===== config.mk =====
export PLATFORM = sky130hd
export DESIGN_NAME = spi_cmd_regfile
export DESIGN_NICKNAME = d
export VERILOG_FILES = /design/src/rtl/spi_regfile_pkg.sv /design/src/rtl/spi_cs_sync.sv /design/src/rtl/spi_cmd_regfile.sv
export SDC_FILE = /design/constraint.sdc
export NUM_CORES = 1
export LEC_CHECK = 0
export BUFFER_PORTS_ARGS = -buffer_cell sky130_fd_sc_hd__buf_2
export CAP_MARGIN = 20
export CELL_PAD_IN_SITES_DETAIL_PLACEMENT = 0
export CELL_PAD_IN_SITES_GLOBAL_PLACEMENT = 2
export CORE_ASPECT_RATIO = 2
export CORE_MARGIN = 3
export CORE_UTILIZATION = 37
export CTS_BUF_LIST = sky130_fd_sc_hd__clkbuf_8
export DETAILED_ROUTE_END_ITERATION = 8
export GPL_TIMING_DRIVEN = 0
export PLACE_DENSITY_LB_ADDON = 0.1
export SLEW_MARGIN = 10
export SYNTH_ARGS = -nofsm -noshare
export SYNTH_HDL_FRONTEND = slang
export SYNTH_HIERARCHICAL = 1
export SYNTH_SLANG_ARGS = --single-unit

===== constraint.sdc =====
create_clock -name system_clk -period 2.9 [get_ports system_clk]
set_clock_uncertainty 0.05 [all_clocks]
set_input_delay 0.58 -clock system_clk [delete_from_list [all_inputs] [get_ports system_clk]]
set_output_delay 0.58 -clock system_clk [all_outputs]
set_load 0.02 [all_outputs]

===== src/rtl/spi_regfile_pkg.sv =====
// Shared FSM encoding and command-byte field positions for the SPI register file.
package spi_regfile_pkg;

  typedef enum logic [2:0] {
    ST_WAIT_CS,
    ST_IDLE,
    ST_CMD,
    ST_DATA,
    ST_DISCARD
  } state_e;

  localparam int unsigned CMD_RD_BIT   = 7;
  localparam int unsigned CMD_ADDR_MSB = 6;
  localparam logic [7:0]  ERR_MAX      = 8'hFF;

endpackage


===== src/rtl/spi_cs_sync.sv =====
// Two-flop synchronizer for the raw SPI chip select, with rise/fall pulses of the
// synchronized level. All flops reset to the deasserted (high) level.
module spi_cs_sync (
  input  logic system_clk,
  input  logic system_rst,
  input  logic spi_cs,
  output logic cs_n_s,
  output logic cs_rise_c,
  output logic cs_fall_c
);

  logic cs_meta;
  logic cs_prev;

  always_ff @(posedge system_clk) begin
    if (system_rst) begin
      cs_meta <= 1'b1;
      cs_n_s  <= 1'b1;
      cs_prev <= 1'b1;
    end else begin
      cs_meta <= spi_cs;
      cs_n_s  <= cs_meta;
      cs_prev <= cs_n_s;
    end
  end

  assign cs_rise_c = cs_n_s & ~cs_prev;
  assign cs_fall_c = ~cs_n_s & cs_prev;

endmodule


===== src/rtl/spi_cmd_regfile.sv =====
// Parses CS-delimited SPI byte frames into register writes / read-pointer loads.
// Optional SPI_REGFILE_STATUS_EN makes the top register a read-only status byte.
module spi_cmd_regfile
  import spi_regfile_pkg::*;
#(
  parameter int unsigned NUM_REGS  = 16,
  parameter int unsigned ADDR_W    = 4,
  parameter logic [7:0]  RESET_VAL = 8'h00
) (
  input  logic                  system_clk,
  input  logic                  system_rst,
  input  logic                  spi_cs,
  input  logic                  spi_data_ready,
  input  logic [7:0]            spi_rx_data,
  output logic                  spi_read_ack,
  output logic [7:0]            data_to_send,
  output logic [NUM_REGS*8-1:0] reg_bank,
  output logic                  reg_wr_strobe,
  output logic [ADDR_W-1:0]     reg_wr_addr,
  output logic [7:0]            reg_wr_data,
  output logic                  frame_done,
  output logic [7:0]            err_count
);

  localparam logic [ADDR_W-1:0] LAST_ADDR = ADDR_W'(NUM_REGS - 1);

  state_e            state;
  logic [7:0]        regs [NUM_REGS];
  logic [ADDR_W-1:0] ptr;
  logic [ADDR_W-1:0] rd_ptr;
  logic              ready_d;
  logic [1:0]        settle;
  logic              cs_n_s;
  logic              cs_rise_c;
  logic              cs_fall_c;
  logic              in_frame_c;
  logic              consume_c;
  logic              addr_bad_c;
  logic              wr_allowed_c;
  logic [CMD_ADDR_MSB:0] cmd_addr_c;

  spi_cs_sync u_cs_sync (
    .system_clk (system_clk),
    .system_rst (system_rst),
    .spi_cs     (spi_cs),
    .cs_n_s     (cs_n_s),
    .cs_rise_c  (cs_rise_c),
    .cs_fall_c  (cs_fall_c)
  );

  // A byte is taken once per ready assertion; the slave drops ready a cycle after ack.
  assign in_frame_c = (state == ST_CMD) || (state == ST_DATA) || (state == ST_DISCARD);
  assign consume_c  = spi_data_ready && !ready_d && !spi_read_ack && in_frame_c;
  assign cmd_addr_c = spi_rx_data[CMD_ADDR_MSB:0];
  assign addr_bad_c = 8'(cmd_addr_c) >= 8'(NUM_REGS);

`ifdef SPI_REGFILE_STATUS_EN
  logic [3:0] frame_cnt;

  always_ff @(posedge system_clk) begin
    if (system_rst) begin
      frame_cnt <= 4'd0;
    end else if (frame_done) begin
      frame_cnt <= frame_cnt + 4'd1;
    end
  end

  assign wr_allowed_c = (ptr != LAST_ADDR);

  always_comb begin
    reg_bank = '0;
    for (int i = 0; i < NUM_REGS; i++) reg_bank[8*i +: 8] = regs[i];
    reg_bank[8*(NUM_REGS-1) +: 8] = {err_count[3:0], frame_cnt};
  end
`else
  assign wr_allowed_c = 1'b1;

  always_comb begin
    reg_bank = '0;
    for (int i = 0; i < NUM_REGS; i++) reg_bank[8*i +: 8] = regs[i];
  end
`endif

  // Frame parser. settle holds off WAIT_CS until the synchronizer reflects the pin.
  always_ff @(posedge system_clk) begin
    if (system_rst) begin
      state         <= ST_WAIT_CS;
      settle        <= 2'b00;
      ready_d       <= 1'b0;
      spi_read_ack  <= 1'b0;
      ptr           <= '0;
      rd_ptr        <= '0;
      err_count     <= 8'd0;
      reg_wr_strobe <= 1'b0;
      reg_wr_addr   <= '0;
      reg_wr_data   <= 8'd0;
      frame_done    <= 1'b0;
      data_to_send  <= RESET_VAL;
      for (int i = 0; i < NUM_REGS; i++) regs[i] <= RESET_VAL;
    end else begin
      settle        <= {settle[0], 1'b1};
      ready_d       <= spi_data_ready;
      spi_read_ack  <= consume_c;
      reg_wr_strobe <= 1'b0;
      frame_done    <= 1'b0;
      data_to_send  <= reg_bank[{rd_ptr, 3'b000} +: 8];

      case (state)
        ST_WAIT_CS: if (settle[1] && cs_n_s) state <= ST_IDLE;
        ST_IDLE:    if (cs_fall_c) state <= ST_CMD;
        ST_CMD: begin
          if (consume_c) begin
            if (addr_bad_c) begin
              if (err_count != ERR_MAX) err_count <= err_count + 8'd1;
              state <= ST_DISCARD;
            end else if (spi_rx_data[CMD_RD_BIT]) begin
              rd_ptr <= ADDR_W'(cmd_addr_c);
              state  <= ST_DISCARD;
            end else begin
              ptr   <= ADDR_W'(cmd_addr_c);
              state <= ST_DATA;
            end
          end
        end
        ST_DATA: begin
          if (consume_c) begin
            if (wr_allowed_c) begin
              regs[ptr]     <= spi_rx_data;
              reg_wr_strobe <= 1'b1;
              reg_wr_addr   <= ptr;
              reg_wr_data   <= spi_rx_data;
            end
            ptr <= (ptr == LAST_ADDR) ? '0 : ptr + ADDR_W'(1);
          end
        end
        ST_DISCARD: state <= ST_DISCARD;
        default:    state <= ST_WAIT_CS;
      endcase

      // A byte arriving with the CS rise is handled above before the frame closes.
      if (cs_rise_c && in_frame_c) begin
        state      <= ST_IDLE;
        frame_done <= 1'b1;
      end
    end
  end

endmodule

After elaboration in Yosys (flattened, before gate mapping) --
Memory sizes are Yosys's and may differ from the RTL's. Cells that the tools add are included.
Word-level totals: output and inout port bits 159, RAM bits 128, word-level logic and storage cells 87, bits in latches 0, memories 1, register bits after elaboration 48, memory bits (read-only) 0
Memories:
- regs | words 16, width 8, rd ports 16, clocked after memory_dff 0, wr ports 16, line spi_cmd_regfile.sv:28 | logic [7:0] regs [NUM_REGS];
Operators by class: magnitude comparators 1, div/mod/pow operators 0, $mul 0, shift-type cells 1, bitwise logic cells 6, reduce and logical (&&, ||, !) cells 19, eq/ne operators 16, add/subtract/negate cells 2, muxes and demuxes 24
Operator list (count):
- $shiftx A128 B8 Y8 | 1
- $mux W4 | 6
- $reduce_and A4 Y1 | 4
- $mux W3 | 5
- $pmux W3 S5 | 1
- $ne A2 B2 Y1 const B | 6
- $mux W1 | 10
- $add A8 B1 Y8 const B | 1
- $mux W8 | 1
- $ne A8 B8 Y1 const B | 1
- $pmux W4 S2 | 1
- $reduce_or A8 Y1 | 1
- $ge A7 B5 Y1 const B | 1
- $eq A3 B2 Y1 const B | 2
- $ne A3 B3 Y1 const B | 2
- $logic_and A1 B1 Y1 | 5
- $reduce_and A5 Y1 | 1
- $add A4 B1 Y4 const B | 1
- $eq A4 B4 Y1 const B | 1
- $not A1 Y1 | 4
- $eq A3 B1 Y1 const B | 1
- $eq A3 B3 Y1 const B | 1
- $logic_not A3 Y1 | 1
- $ne A3 B2 Y1 const B | 1
- other kinds (7) | 10

Depth between registers and ports, before layout --
depth in word-level cells 10, gate-level depth with buffers 7, depth with buffers taken out 5

Hierarchy --
Netlist, hierarchy kept.
Modules (own cells, without submodules):
- spi_cmd_regfile | times used 1, cells an instance 653, area each 7852.5 µm², seq. area each 4744.6 µm²
- spi_cs_sync | times used 1, cells an instance 8, area each 92.6 µm², seq. area each 60.1 µm²

Least setup slack after synthesis --
Ideal clock, no wire load.
path type input -> register, start point input port spi_data_ready, end point memory regs[11][0] (enable), library setup time 0.384 ns, path slack 0.563 ns, arrival time 1.903 ns, stages on the path 3, buffers on the path 0, cell sequence nor3b_4 -> nand4_1 -> o21ai_0
RTL lines:
- from (decl) | line spi_cmd_regfile.sv:13 | input logic spi_data_ready,
- to (decl) | line spi_cmd_regfile.sv:28

==> flow_summary.toml <==
[logic_synthesis]
synth_top_area_frac = 0.4838
synth.most_common_cell = "and2_1"
synthMuxAreaShare = 0.08819
synth-edff-count = 128
yosysWarnings = 6
netlist_instances = 661
netlist_area_sq_um = 7945
synthSimpleGateAreaFrac = 0.1943
synthFlopType = "edfxtp_1"
ys_seq_elements = 176
synth_xor_area_frac = 0
synth_area_leaders = "edfxtp_1, dfxtp_1, and2_1"
synth-seq-area-share = 0.6047
synthAdderAreaFrac = 0.007874
avgSynthCellArea_sq_um = 12.02
yosys.area.top_type = "edfxtp_1"
synth_top_cells_by_count = "and2_1, edfxtp_1, mux2i_1, dfxtp_1, nand2_1"
ys_types = 49
syn-num-nets = 678
synthArstFlopShare = 0
synth_top_family_by_area = "simple AND/OR/NAND/NOR gates"
synth-compound-area-share = 0.07827

[power]
pwr-share-seq = 0.555
internal-power_uw = 3782
combPwrFrac = 0.096
ir_drop_uv = 273.8
p_sw_frac = 0.2568
power.density_nw_per_um2 = 531.3
pwr-share-clk = 0.349
power_leakage_uw = 0.003764
power_switching_uw = 1307

[critical_path]
worst_setup_path_start_kind = "primary input"
r2r_slack_ns = 0.26
path_delay_family = "simple AND/OR/NAND/NOR gates"
crit_required_ns = 3.02
crit_fanout = 10
reg2reg_from = "ready_d$_SDFF_PP0_"
endpoint = "regs[2][1]$_SDFFCE_PN0P_"
cp-end-kind = "register"
rr_endpoint = "regs[1][6]$_SDFFCE_PN0P_"
arrival_ns = 2.83
crit_chain = "buf_2, inv_1, clkbuf_1, nand4_1, nor3_2, or2_2"
slowest_delay_ns = 0.57
crit_path_top_delay_cell = "nand4_1"
critPathKind = "in2reg"
startpoint = "system_rst"
rr_worst_depth = 4
worstSetupPathDepth = 6
crit_buf_inv = 3

[cells_and_area]
final_util = 0.4557
syn2layout_area_growth_pct = 20.57
stdcell_count = 1139
nets = 874
num_antenna_cells = 0
drive_gt1_frac = 0.2724
fin_area_sq_um = 9579

[floorplan]
core_area_sq_um = 21020
initial_utilization = 0.3780
dieHeight_um = 213.2
io_pins = 171
die_width_um = 109.6
dieArea_sq_um = 23370
fp-row-count = 75

[sta]
drv_slew = 0
max_freq_mhz = 369.2
max_slew_margin = 0.4579
tightest_slew_ns = 0.8078
holdWs_ns = 0.2430
min_period_ns = 2.708
fin_crit_sh = 0.9339
finalHoldViolCount = 0
setup_tns_ns = 0
finalSetupViolCount = 0
rsz0062_at_grt = "false"

[global_routing]
grt_pass1_vias = 6089
grt_overflow_total = 0
antenna_found_initial = 0
grt_pass1_wl_um = 37530
grt_max_degree = 17
grtUsageTotal = 0.2226

[clock_network]
cts_root_buffer = "clkbuf_8"
clk_latency_ns = 0.48
cts.sinks = 176
cts_buffers = 17
cts_setup_buffers = 0
htreeDepth = 4
cts_tree = "done"
clk_path_buf_depth = 2
cts.clk_slew.worst_paths_ns = 0.09

[placed_design]
place_hpwl_um = 19730
place.gp.congestion = 0.9392
portBuffers = 167
dp_cells = 1103
dpl-instance-area_sq_um = 9148

[routing]
drt_iter0_drc = 378
wire_per_inst_um = 22.54
first_pass_iters = 5
routed_wl_um = 25670
detail_route.vias_per_cell = 5.198
ant_nets = 0
via_count = 5920
drc_errors = 0

[hold_path]
worstHoldPathType = "in2reg"

[flow_run]
max_cap_viol_count = 0

[outcome]
outcome = "finished, final reports clean"
==> power groups by stage <==
stage          Combinational (uW)  Clock, uW  Sequential, uW
2_1_floorplan                 210          0            2960
3_3_place_gp                  481          0            2880
3_5_place_dp                  488          0            2890
4_1_cts                       490       1820            2830
5_1_grt                       522       1910            2840
6_report                      487       1780            2830
==> repair_timing <==
action                     in CTS  in global routing
pin swaps                       0                  0
setup endpoints to repair       8                  5
hold buffers                    0                  0
cloned                          0                  0
resized for setup               1                  1
==> cell usage in the layout, fill, tap and decap left out, drive strengths merged, types with 2 or more instances in the layout <==
| cell | Yosys | layout |
|---|---|---|
| o31ai | 4 | 4 |
| a221oi | 2 | 2 |
| bufinv | 0 | 3 |
| nor2b | 6 | 6 |
| nand2b | 7 | 7 |
| inv | 6 | 7 |
| and2 | 130 | 130 |
| clkbuf | 29 | 47 |
| o21bai | 2 | 2 |
| clkinv | 0 | 6 |
| edfxtp | 128 | 128 |
| nor3 | 5 | 5 |
| and3 | 2 | 2 |
| nand2 | 44 | 44 |
| a22oi | 27 | 27 |
| nor2 | 27 | 27 |
| ha | 5 | 5 |
| nand3 | 13 | 13 |
| or4 | 4 | 4 |
| mux2i | 61 | 61 |
| nor3b | 3 | 3 |
| or2 | 7 | 7 |
| mux4 | 4 | 4 |
| a211oi | 2 | 2 |
| nor4 | 3 | 3 |
| a21oi | 26 | 26 |
| clkinvlp | 0 | 4 |
| or3 | 5 | 5 |
| buf | 14 | 191 |
| dfxtp | 48 | 48 |
| o21ai | 22 | 22 |
| o211ai | 5 | 5 |
| nand4 | 7 | 7 |
| a31oi | 2 | 2 |
==> area by class of cell <==
type	instances	area, sq um
Clock inverter	14	163.9
Timing Repair Buffer	177	885.9
Sequential cell	176	4805
Buffer	43	188.9
Inverter	6	22.52
Fill cell	2043	11440
Tap cell	269	336.6
Multi-Input combinational cell	436	2929
Clock buffer	18	247.7
==> worst min-delay path by stage <==
| stage | startpoint | end | slack (ns) | depth (start not counted) |
|---|---|---|---|---|
| after floorplan | u_cs_sync/cs_meta$_SDFF_PP1_ | u_cs_sync/cs_n_s$_SDFF_PP1_ | 0.34 | 1 |
| after global placement | u_cs_sync/cs_meta$_SDFF_PP1_ | u_cs_sync/cs_n_s$_SDFF_PP1_ | 0.35 | 1 |
| after detailed placement | u_cs_sync/cs_meta$_SDFF_PP1_ | u_cs_sync/cs_n_s$_SDFF_PP1_ | 0.36 | 1 |
| after CTS | spi_cs | u_cs_sync/cs_meta$_SDFF_PP1_ | 0.20 | 2 |
| after global routing | spi_cs | u_cs_sync/cs_meta$_SDFF_PP1_ | 0.22 | 2 |
| final | spi_cs | u_cs_sync/cs_meta$_SDFF_PP1_ | 0.24 | 2 |
==> per-layer routing <==
layer  global-route usage  share of wire
met1               0.2368           0.36
met2               0.4313           0.57
met3              0.03873          0.047
met4              0.07060          0.021
met5                    0              0
==> stage by stage <==
step	setup WS [ns]	power, uW
6_report	0.1917	5089
5_1_grt	0.05687	5265
4_1_cts	0.01202	5135
3_5_place_dp	-0.5123	3374
3_3_place_gp	-0.6457	3364
2_1_floorplan	0.5631	3169
==> state kept, by name (all words and copies together), names as in the netlist, 2 cells and up <==
signal        flops
settle            2
regs            128
err_count         8
state             3
rd_ptr            4
reg_wr_addr       4
reg_wr_data       8
ptr               4
data_to_send      8
==> logic make-up (layout without fill, tap and decap cells) <==
kind of cell / after synthesis / after routing
buf+inv: 49 / 258
simple gates: 268 / 268
mux: 65 / 65
fa+ha+maj: 5 / 5
compound gates: 98 / 98
flops: 176 / 176
Power figures use the tool's default switching activity.
